$ cat config.mk
export PLATFORM = sky130hd
export DESIGN_NAME = axil_reg_slave
export DESIGN_NICKNAME = d
export VERILOG_FILES = /design/src/rtl/axil_pkg.sv /design/src/rtl/axil_reg_slave.sv
export SDC_FILE = /design/constraint.sdc
export NUM_CORES = 1
export LEC_CHECK = 0
export BUFFER_PORTS_ARGS = -buffer_cell sky130_fd_sc_hd__buf_2
export CAP_MARGIN = 15
export CORE_MARGIN = 2
export CORE_UTILIZATION = 55
export DETAILED_ROUTE_END_ITERATION = 10
export PLACE_DENSITY = 0.87
export SLEW_MARGIN = 5
export SYNTH_ARGS = -nofsm -noshare
export SYNTH_HDL_FRONTEND = slang
export SYNTH_SLANG_ARGS = --single-unit
$ cat constraint.sdc
create_clock -name s_axi_aclk -period 2.6 [get_ports s_axi_aclk]
set_input_delay 0.26 -clock s_axi_aclk [delete_from_list [all_inputs] [get_ports s_axi_aclk]]
set_output_delay 0.26 -clock s_axi_aclk [all_outputs]
set_load 0.05 [all_outputs]
$ cat src/rtl/axil_pkg.sv
// axil_pkg: response codes, FSM states and byte-merge helper shared by the AXI4-Lite register slave
package axil_pkg;
    localparam int RESP_OKAY = 0;
    localparam int RESP_SLVERR = 2;
    localparam int MAX_DW = 256;
    localparam int MAX_NB = MAX_DW / 8;
    typedef enum logic {W_IDLE, W_RESP} w_state_e;
    typedef enum logic {R_IDLE, R_DATA} r_state_e;
    function automatic logic [MAX_DW-1:0] strb_merge(
        input logic [MAX_DW-1:0] old_w,
        input logic [MAX_DW-1:0] new_w,
        input logic [MAX_NB-1:0] strb
    );
        logic [MAX_DW-1:0] m;
        for (int i = 0; i < MAX_NB; i++) m[i*8 +: 8] = strb[i] ? new_w[i*8 +: 8] : old_w[i*8 +: 8];
        return m;
    endfunction
endpackage

$ cat src/rtl/axil_reg_slave.sv
// axil_reg_slave: AXI4-Lite slave holding NUM_REGS byte-strobed word registers with registered reads
module axil_reg_slave
    import axil_pkg::*;
#(
    parameter int DATA_WIDTH = 32,
    parameter int ADDR_WIDTH = 8,
    parameter int RESP_WIDTH = 3,
    parameter int NUM_REGS = 4,
    parameter int BASE_ADDR = 0,
    parameter logic [DATA_WIDTH-1:0] RESET_VALUE = '0
) (
    input  logic                           s_axi_aclk,
    input  logic                           s_axi_aresetn,
    input  logic [ADDR_WIDTH-1:0]          s_axi_awaddr,
    input  logic                           s_axi_awvalid,
    output logic                           s_axi_awready,
    input  logic [DATA_WIDTH-1:0]          s_axi_wdata,
    input  logic [DATA_WIDTH/8:0]          s_axi_wstrb,
    input  logic                           s_axi_wvalid,
    output logic                           s_axi_wready,
    output logic [RESP_WIDTH-1:0]          s_axi_bresp,
    output logic                           s_axi_bvalid,
    input  logic                           s_axi_bready,
    input  logic [ADDR_WIDTH-1:0]          s_axi_araddr,
    input  logic                           s_axi_arvalid,
    output logic                           s_axi_arready,
    output logic [DATA_WIDTH-1:0]          s_axi_rdata,
    output logic [RESP_WIDTH-1:0]          s_axi_rresp,
    output logic                           s_axi_rvalid,
    input  logic                           s_axi_rready,
    output logic [NUM_REGS*DATA_WIDTH-1:0] reg_out,
    output logic [NUM_REGS-1:0]            wr_pulse
);
    localparam int NB = DATA_WIDTH / 8;
    localparam int BSH = $clog2(NB);
    localparam int IW = (NUM_REGS > 1) ? $clog2(NUM_REGS) : 1;
    localparam logic [RESP_WIDTH-1:0] OKAY = RESP_WIDTH'(RESP_OKAY);
    localparam logic [RESP_WIDTH-1:0] SLVERR = RESP_WIDTH'(RESP_SLVERR);

    function automatic logic addr_ok(input logic [ADDR_WIDTH-1:0] a);
        logic [ADDR_WIDTH-1:0] off;
        off = a - ADDR_WIDTH'(BASE_ADDR);
        return (a[BSH-1:0] == '0) && (off < ADDR_WIDTH'(NUM_REGS * NB));
    endfunction

    function automatic logic [IW-1:0] addr_idx(input logic [ADDR_WIDTH-1:0] a);
        logic [ADDR_WIDTH-1:0] off;
        off = a - ADDR_WIDTH'(BASE_ADDR);
        return IW'(off >> BSH);
    endfunction

    w_state_e w_state_q, w_state_d;
    r_state_e r_state_q, r_state_d;
    logic aw_held_q, aw_held_d, w_held_q, w_held_d;
    logic awready_q, awready_d, wready_q, wready_d, arready_q, arready_d;
    logic bvalid_q, bvalid_d, rvalid_q, rvalid_d;
    logic [RESP_WIDTH-1:0] bresp_q, bresp_d, rresp_q, rresp_d;
    logic [ADDR_WIDTH-1:0] awaddr_q, awaddr_d;
    logic [DATA_WIDTH-1:0] wdata_q, wdata_d, rdata_q, rdata_d;
    logic [NB-1:0] wstrb_q, wstrb_d;
    logic [NUM_REGS-1:0] wr_pulse_q, wr_pulse_d;
    logic [NUM_REGS-1:0][DATA_WIDTH-1:0] regs_q, regs_d;
    logic aw_hs, w_hs, ar_hs, commit, wr_ok, rd_ok;
    logic [IW-1:0] wr_idx, rd_idx;
    logic unused_strb_msb;

    // A channel handshaking this cycle counts as held, so AW and W may complete on the same edge
    assign aw_hs = s_axi_awvalid && awready_q;
    assign w_hs = s_axi_wvalid && wready_q;
    assign ar_hs = s_axi_arvalid && arready_q;
    assign awaddr_d = aw_hs ? s_axi_awaddr : awaddr_q;
    assign wdata_d = w_hs ? s_axi_wdata : wdata_q;
    assign wstrb_d = w_hs ? s_axi_wstrb[NB-1:0] : wstrb_q;
    assign commit = (w_state_q == W_IDLE) && (aw_hs || aw_held_q) && (w_hs || w_held_q);
    assign wr_ok = addr_ok(awaddr_d);
    assign wr_idx = addr_idx(awaddr_d);
    assign rd_ok = addr_ok(s_axi_araddr);
    assign rd_idx = addr_idx(s_axi_araddr);
    assign unused_strb_msb = s_axi_wstrb[NB];

    always_comb begin
        w_state_d = w_state_q;
        aw_held_d = aw_held_q || aw_hs;
        w_held_d = w_held_q || w_hs;
        bvalid_d = bvalid_q;
        bresp_d = bresp_q;
        regs_d = regs_q;
        wr_pulse_d = '0;
        if (w_state_q == W_RESP) begin
            w_state_d = s_axi_bready ? W_IDLE : W_RESP;
            bvalid_d = !s_axi_bready;
        end else if (commit) begin
            w_state_d = W_RESP;
            aw_held_d = 1'b0;
            w_held_d = 1'b0;
            bvalid_d = 1'b1;
            bresp_d = wr_ok ? OKAY : SLVERR;
            if (wr_ok) begin
                regs_d[wr_idx] = DATA_WIDTH'(strb_merge(MAX_DW'(regs_q[wr_idx]), MAX_DW'(wdata_d), MAX_NB'(wstrb_d)));
                wr_pulse_d[wr_idx] = 1'b1;
            end
        end
        awready_d = (w_state_d == W_IDLE) && !aw_held_d;
        wready_d = (w_state_d == W_IDLE) && !w_held_d;
    end

    // Reads sample regs_q, so a write committing on the same edge is not yet visible
    always_comb begin
        r_state_d = r_state_q;
        rvalid_d = rvalid_q;
        rdata_d = rdata_q;
        rresp_d = rresp_q;
        if (r_state_q == R_DATA) begin
            r_state_d = s_axi_rready ? R_IDLE : R_DATA;
            rvalid_d = !s_axi_rready;
        end else if (ar_hs) begin
            r_state_d = R_DATA;
            rvalid_d = 1'b1;
            rresp_d = rd_ok ? OKAY : SLVERR;
            rdata_d = rd_ok ? regs_q[rd_idx] : '0;
        end
        arready_d = r_state_d == R_IDLE;
    end

    always_ff @(posedge s_axi_aclk or negedge s_axi_aresetn) begin
        if (!s_axi_aresetn) begin
            w_state_q <= W_IDLE;
            r_state_q <= R_IDLE;
            aw_held_q <= 1'b0;
            w_held_q <= 1'b0;
            awready_q <= 1'b0;
            wready_q <= 1'b0;
            arready_q <= 1'b0;
            bvalid_q <= 1'b0;
            rvalid_q <= 1'b0;
            bresp_q <= '0;
            rresp_q <= '0;
            rdata_q <= '0;
            awaddr_q <= '0;
            wdata_q <= '0;
            wstrb_q <= '0;
            wr_pulse_q <= '0;
            regs_q <= {NUM_REGS{RESET_VALUE}};
        end else begin
            w_state_q <= w_state_d;
            r_state_q <= r_state_d;
            aw_held_q <= aw_held_d;
            w_held_q <= w_held_d;
            awready_q <= awready_d;
            wready_q <= wready_d;
            arready_q <= arready_d;
            bvalid_q <= bvalid_d;
            rvalid_q <= rvalid_d;
            bresp_q <= bresp_d;
            rresp_q <= rresp_d;
            rdata_q <= rdata_d;
            awaddr_q <= awaddr_d;
            wdata_q <= wdata_d;
            wstrb_q <= wstrb_d;
            wr_pulse_q <= wr_pulse_d;
            regs_q <= regs_d;
        end
    end

    assign s_axi_awready = awready_q;
    assign s_axi_wready = wready_q;
    assign s_axi_arready = arready_q;
    assign s_axi_bvalid = bvalid_q;
    assign s_axi_bresp = bresp_q;
    assign s_axi_rvalid = rvalid_q;
    assign s_axi_rresp = rresp_q;
    assign s_axi_rdata = rdata_q;
    assign wr_pulse = wr_pulse_q;
    assign reg_out = regs_q;
endmodule

==> reports/metrics.csv, run 1 <==
stage,metric,value,unit
power,p_clk_frac,0.223,
finish,area_delta_synth_final,23.5,%
setup_path,critPathSlowestCell,o21ai_2,
floorplan,dieHeight,137,µm
floorplan,start_util,0.564,
global_route,grt_max_degree,92,
global_route,gr-total-overflow,0,
finish,fillers,1205,
setup_path,critPathKind,register to register,
setup_path,arrival,2840,ps
logic_synthesis,synth-async-reset-ratio,1.00,
clock_tree,cts_setup_buffers,0,
floorplan,die_area,18900,µm²
power,p_leak,5.88,nW
logic_synthesis,synth_area_leader_cell,dfrtp_1,
sta,fmax,0.414,GHz
finish,drive_gt1_frac,0.376,
drt,drtPass1Iterations,6,
sta,worst_pin_slew,1040,ps
setup_path,crit_family,compound AO/OA/AOI/OAI gates,
clock_tree,tritoncts,done,
setup_path,required,3030,ps
finish,nets,1141,
sta,maxSlewHeadroom,0.309,
placed_design,gp_congestion,0.826,
power,p_int,8.47,mW
drt,vias,8290,
outcome,run_status,completed,
logic_synthesis,synth.top_cells.by_area,"dfrtp_1 (56%), mux4_2 (7.4%), o21ai_1 (6.3%), nand2_1 (5.9%), mux2_2 (3.7%)",
floorplan,die_w,137,µm
floorplan,core,17400,µm²
sta,fin_setup_tns,0,ps
clock_tree,clkTransAtPathRegs,60,ps
finish,mostFrequentLayoutCell,buf_2,
floorplan,io_pins,235,
sta,slew_violations,0,
drt,viasPerCell,6.27,
hold_path,min_path_type,input pin to register,
power,switchingPower,6.89,mW
placed_design,dpl.hpwl,17900,µm
drt,wire_per_inst,21.6,µm
finish,n_antenna_cell,0,
power,vdd_drop_max,768,µV
drt,first_iter_violations,840,
logic_synthesis,synth_cell_type_count,41,
finish,post-route-util,0.696,
sta,setup_viol,0,
power,p_sw_frac,0.448,
logic_synthesis,ys_ff_latch,219,
logic_synthesis,netlist_instances,855,
drt,postRouteAntennaNets,0,
global_route,grt_pass1_vias,8279,
clock_tree,clockBufferDepth,3,
setup_path,slowest_delay,860,ps
setup_path,endpoint_kind,register,
clock_tree,numCtsBuffers,23,
logic_synthesis,syn_avg_cell_area,11.4,µm²
finish,layout_common_cells,"buf_2 (228), dfrtp_1 (219), nand2_1 (154)",
sta,min_period,2410,ps
clock_tree,cts_num_sinks,219,
logic_synthesis,yosysSeqAreaShare,0.560,
sta,fin_skew,7.54,ps
power,combinationalPowerShare,0.435,
clock_tree,cts_htree_levels,1,
sta,period_share,0.928,
power,p_seq_frac,0.341,
run,cap_violations,0,
drt,routed_wirelength,28600,µm
setup_path,path_buf_inv,0,
logic_synthesis,ys_warn_count,0,
clock_tree,cts_resized,0,
power,power_density,1270,nW/µm²
placed_design,io_buffers,229,
sta,hold_viol_final,0,
setup_path,critPathMaxFanout,16,
logic_synthesis,mappedNetlistArea,9780,µm²
logic_synthesis,yosysTopAreaCellShare,0.560,
global_route,grt_usage,0.299,
clock_tree,clock_latency,500,ps
sta,rsz0062_at_grt,false,
floorplan,fp-row-count,48,
setup_path,crit_chain,"nand2b_1, o21ai_2, a222oi_1, a31o_2, o21ai_1",
global_route,antenna_found_initial,1,
logic_synthesis,synth_edf_count,0,
global_route,grt_pass1_wl,43800,µm
drt,drc,0,
setup_path,start_kind,register,
clock_tree,cts-root-buf,clkbuf_16,
logic_synthesis,synth-main-ff-cell,dfrtp_1,
## synth_stat cells, types with 12 or more instances
cell type	instances
nand2_1	154
a222oi_1	32
clkbuf_1	22
o21ai_0	38
nor2_1	38
buf_2	22
a31o_2	32
mux4_2	32
inv_1	12
o21ai_1	124
buf_6	12
mux2_2	32
a22o_1	32
dfrtp_1	219
## cell type report
| cell class | instances | area, µm² | area share |
|---|---|---|---|
| repair buffers | 267 | 1570 | 0.130 |
| clock inverters | 9 | 128 | 0.0106 |
| inverters | 12 | 45.0 | 0.00373 |
| well taps | 225 | 282 | 0.0233 |
| flip-flops and latches | 219 | 5480 | 0.454 |
| clock buffers | 32 | 669 | 0.0554 |
| multi-input cells | 558 | 3910 | 0.323 |
## state kept, by name, indices dropped and copies added (netlist names)
| signal | flops |
|---|---|
| w_held_q | 1 |
| s_axi_rresp | 1 |
| s_axi_wready | 1 |
| wr_pulse | 4 |
| s_axi_arready | 1 |
| s_axi_bvalid | 1 |
| reg_out | 128 |
| s_axi_rvalid | 1 |
| aw_held_q | 1 |
| s_axi_rdata | 32 |
| wstrb_q | 4 |
| wdata_q | 32 |
| s_axi_bresp | 1 |
| w_state_q | 1 |
| s_axi_awready | 1 |
| awaddr_q | 8 |
| r_state_q | 1 |
## cells by family (layout without fill, tap and decap cells)
family | Yosys count | count (layout) | share of synthesized area
compound gates | 272 | 273 | 0.185
buf+inv | 82 | 320 | 0.0481
flops | 219 | 219 | 0.560
mux | 68 | 68 | 0.116
other cells | 1 | 4 | 0.000383
simple gates | 213 | 213 | 0.0904
## power by group through the flow
| stage | combinational (mW) | sequential (mW) | clock [mW] |
|---|---|---|---|
| final | 6.69 | 5.24 | 3.43 |
| after global routing | 7.08 | 5.34 | 3.64 |
| after CTS | 6.61 | 5.21 | 3.47 |
| after detailed placement | 6.55 | 5.25 | 0 |
| after global placement | 6.40 | 5.19 | 0 |
| after floorplan | 2.72 | 7.18 | 0 |
## repair_timing
item,4_1_cts,5_1_grt
setup endpoints to repair,0,19
endpoints found under the hold margin,92,0
hold buffers,7,0
## per-layer routing
layer,up-vias,GRT usage,part of all wire
met4,2,0.128,0.036
met2,525,0.483,0.49
met5,-,0,0.00049
met1,4084,0.396,0.38
met3,96,0.0607,0.095
li1,3583,-,-
## through the flow
| step | instances | total power, mW | cell area [µm²] | setup slack [ps] | hold slack (ps) |
|---|---|---|---|---|---|
| floorplan | 858 | 9.90 | 9800 | 562 | -35.6 |
| global placement | 1273 | 11.6 | 11200 | 135 | 330 |
| detailed placement | 1273 | 11.8 | 11200 | 73.5 | 328 |
| CTS | 1321 | 15.3 | 12100 | 32.2 | 1.13 |
| global route | 1322 | 16.1 | 12100 | 76.0 | 9.54 |
| finish | 1322 | 15.4 | 12100 | 187 | 15.0 |
## worst reg2reg max path: stages (launching register included)
cell	delay [ps]
dfrtp_1	440
nand2b_1	280
o21ai_2	860
a222oi_1	300
a31o_2	330
o21ai_1	130
## worst paths after layout
path                                 startpoint            to  slack (ps)  cells after the start
worst max-delay path                awaddr_q[2]   reg_out[65]         190                      5
worst min-delay path            s_axi_wdata[14]   wdata_q[14]          10                      2
worst max register to register      awaddr_q[2]   reg_out[65]         190                      5
worst min register to register         w_held_q  s_axi_wready         430                      1
max in group asynchronous         s_axi_aresetn    wdata_q[8]        1520                      3
min in group asynchronous         s_axi_aresetn   wr_pulse[3]         370                      2
Power figures use the tool's default switching activity.
==> inputs of run 2 (changes only) <==
Settings changed: CORE_UTILIZATION 55 to 54, HOLD_SLACK_MARGIN from default to 0.06, PLACE_DENSITY 0.87 to 0.85.
Clock period 2.6 ns to 2.3 ns, I/O delays scaled along.
==> reports/metrics.csv, run 2 (synthesized netlist as in run 1, its figures left out) <==
stage,metric,value,unit,change
outcome,run_status,completed,,unchanged
floorplan,start_util,0.548,,was 0.564
power,vdd_drop_max,925,µV,was 768 µV
finish,finalNonFillerCells,1373,,was 1322
power,p_int,9.64,mW,was 8.47 mW
power,power_density,1400,nW/µm²,was 1270 nW/µm²
setup_path,critPathMaxFanout,15,,was 16
drt,routed_wirelength,29000,µm,was 28600 µm
sta,fmax,0.464,GHz,was 0.414 GHz
setup_path,arrival,2580,ps,was 2840 ps
hold_path,min_from,s_axi_wvalid,,was s_axi_wdata[14]
sta,worst_pin_slew,754,ps,was 1040 ps
global_route,grt_pass1_vias,8571,,was 8279
setup_path,required,2730,ps,was 3030 ps
finish,drive_gt1_frac,0.371,,was 0.376
drt,wire_per_inst,21.1,µm,was 21.6 µm
sta,fin_skew,18.2,ps,was 7.54 ps
floorplan,io_pins,235,,unchanged
drt,first_iter_violations,831,,was 840
power,p_seq_frac,0.337,,was 0.341
placed_design,dpl.hpwl,17800,µm,was 17900 µm
floorplan,die_area,19200,µm²,was 18900 µm²
sta,fin_setup_tns,0,ps,unchanged
setup_path,endpoint_kind,register,,unchanged
sta,hold_viol_final,0,,unchanged
drt,drtPass1Iterations,6,,unchanged
placed_design,gp_congestion,0.858,,was 0.826
global_route,antenna_found_initial,0,,was 1
power,combinationalPowerShare,0.447,,was 0.435
floorplan,die_w,139,µm,was 137 µm
sta,slew_violations,0,,unchanged
sta,period_share,0.937,,was 0.928
drt,drc,0,,unchanged
finish,n_antenna_cell,0,,unchanged
floorplan,fp-row-count,49,,was 48
power,p_sw_frac,0.450,,was 0.448
setup_path,start_kind,register,,unchanged
setup_path,critPathKind,register to register,,unchanged
finish,nets,1188,,was 1141
power,p_clk_frac,0.216,,was 0.223
clock_tree,numCtsBuffers,23,,unchanged
global_route,grt_pass1_wl,46400,µm,was 43800 µm
power,p_leak,6.08,nW,was 5.88 nW
finish,fillers,1207,,was 1205
finish,layout_common_cells,"buf_2 (228), dfrtp_1 (219), nand2_1 (154)",,unchanged
sta,setup_viol,0,,unchanged
placed_design,io_buffers,229,,unchanged
clock_tree,clock_latency,510,ps,was 500 ps
sta,maxSlewHeadroom,0.496,,was 0.309
hold_path,min_path_type,input pin to register,,unchanged
sta,min_period,2150,ps,was 2410 ps
finish,mostFrequentLayoutCell,buf_2,,unchanged
global_route,gr-total-overflow,0,,unchanged
global_route,grt_usage,0.302,,was 0.299
sta,rsz0062_at_grt,false,,unchanged
setup_path,crit_start,s_axi_awready,,was awaddr_q[2]
finish,largest_reg_flops,128,,unchanged
power,power.total,17.5,mW,was 15.4 mW
sta,finalHoldWorstSlack,138,ps,was 15.0 ps
clock_tree,clockBufferDepth,3,,unchanged
drt,postRouteAntennaNets,0,,unchanged
setup_path,timing.rr.start,s_axi_awready,,was awaddr_q[2]
finish,seqCellArea,5480,µm²,unchanged
clock_tree,cts_num_sinks,219,,unchanged
clock_tree,cts-root-buf,clkbuf_16,,unchanged
finish,area_delta_synth_final,28.1,%,was 23.5%
drt,viasPerCell,6.15,,was 6.27
finish,multi_input_comb_area,3920,µm²,was 3910 µm²
clock_tree,cts_htree_levels,1,,unchanged
placed_design,place_inst,1286,,was 1273
drt,vias,8446,,was 8290
run,cap_violations,0,,unchanged
clock_tree,clkTransAtPathRegs,60,ps,about the same
power,switchingPower,7.87,mW,was 6.89 mW
floorplan,core,17800,µm²,was 17400 µm²
clock_tree,tritoncts,done,,unchanged
floorplan,dieHeight,139,µm,was 137 µm
global_route,grt_max_degree,82,,was 92
[run 2: changes by cell type in the layout (fill, tap and decap cells not counted), moves of 2 or more]
cell	delta
buf_4	+11
dlygate4sd3_1	+36
clkinvlp_4	-2
inv_6	+2
[run 2: cell type report]
cell class / instances / share of cell area
well taps: 229 / 0.0229
clock inverters: 10 / 0.00909
clock buffers: 31 / 0.0531
flip-flops and latches: 219 / 0.437
inverters: 12 / 0.00359
repair buffers: 314 / 0.161
multi-input cells: 558 / 0.313
[run 2: routing by layer]
| layer | vias to the layer above | GRT usage | share of wire |
|---|---|---|---|
| met5 | - | 0 | 0 |
| met1 | 4127 | 0.388 | 0.38 |
| met4 | 0 | 0.128 | 0.038 |
| met2 | 533 | 0.493 | 0.48 |
| met3 | 101 | 0.0753 | 0.10 |
| li1 | 3685 | - | - |
[run 2: metrics by stage]
stage          setup slack [ps]  instance area, µm²  utilization
5_1_grt                    42.6               12500        0.702
3_3_place_gp               70.9               11300        0.632
6_report                    146               12500        0.702
3_5_place_dp               27.5               11300        0.632
4_1_cts                     102               12500        0.701
2_1_floorplan               262                9800            -
[run 2: critical path: stages (launching register included)]
cell and delay (ps):
dfrtp_1 380, and2_4 180, buf_4 210, o21ai_4 380, buf_4 320, a222oi_1 150, a31o_2 300, o21ai_1 160
[run 2: final timing paths]
path / to / slack, ps / cells past startpoint
setup / recovery: reg_out[118] / 150 / 7
hold / removal: w_held_q / 140 / 3
setup reg to reg: reg_out[118] / 150 / 7
hold reg to reg: s_axi_wready / 470 / 1
max in group asynchronous: wstrb_q[3] / 1180 / 3
min in group asynchronous: wdata_q[4] / 320 / 2
[run 2: what timing repair did]
item                                    CTS  global route
endpoints found under the setup margin    2            28
gates cloned                              1             0
pin swaps                                 1             1
buffers inserted                          0             2
hold endpoints to repair                120             0
gates resized for setup                   1             1
hold buffers                             43             0
[run 2: power by group through the flow]
stage | combinational (mW) | sequential, mW | clock (mW)
after floorplan | 3.08 | 8.12 | 0
after global placement | 7.39 | 5.85 | 0
after detailed placement | 7.56 | 5.90 | 0
after CTS | 7.72 | 5.85 | 3.81
after global routing | 8.29 | 6.04 | 3.97
final | 7.83 | 5.90 | 3.77
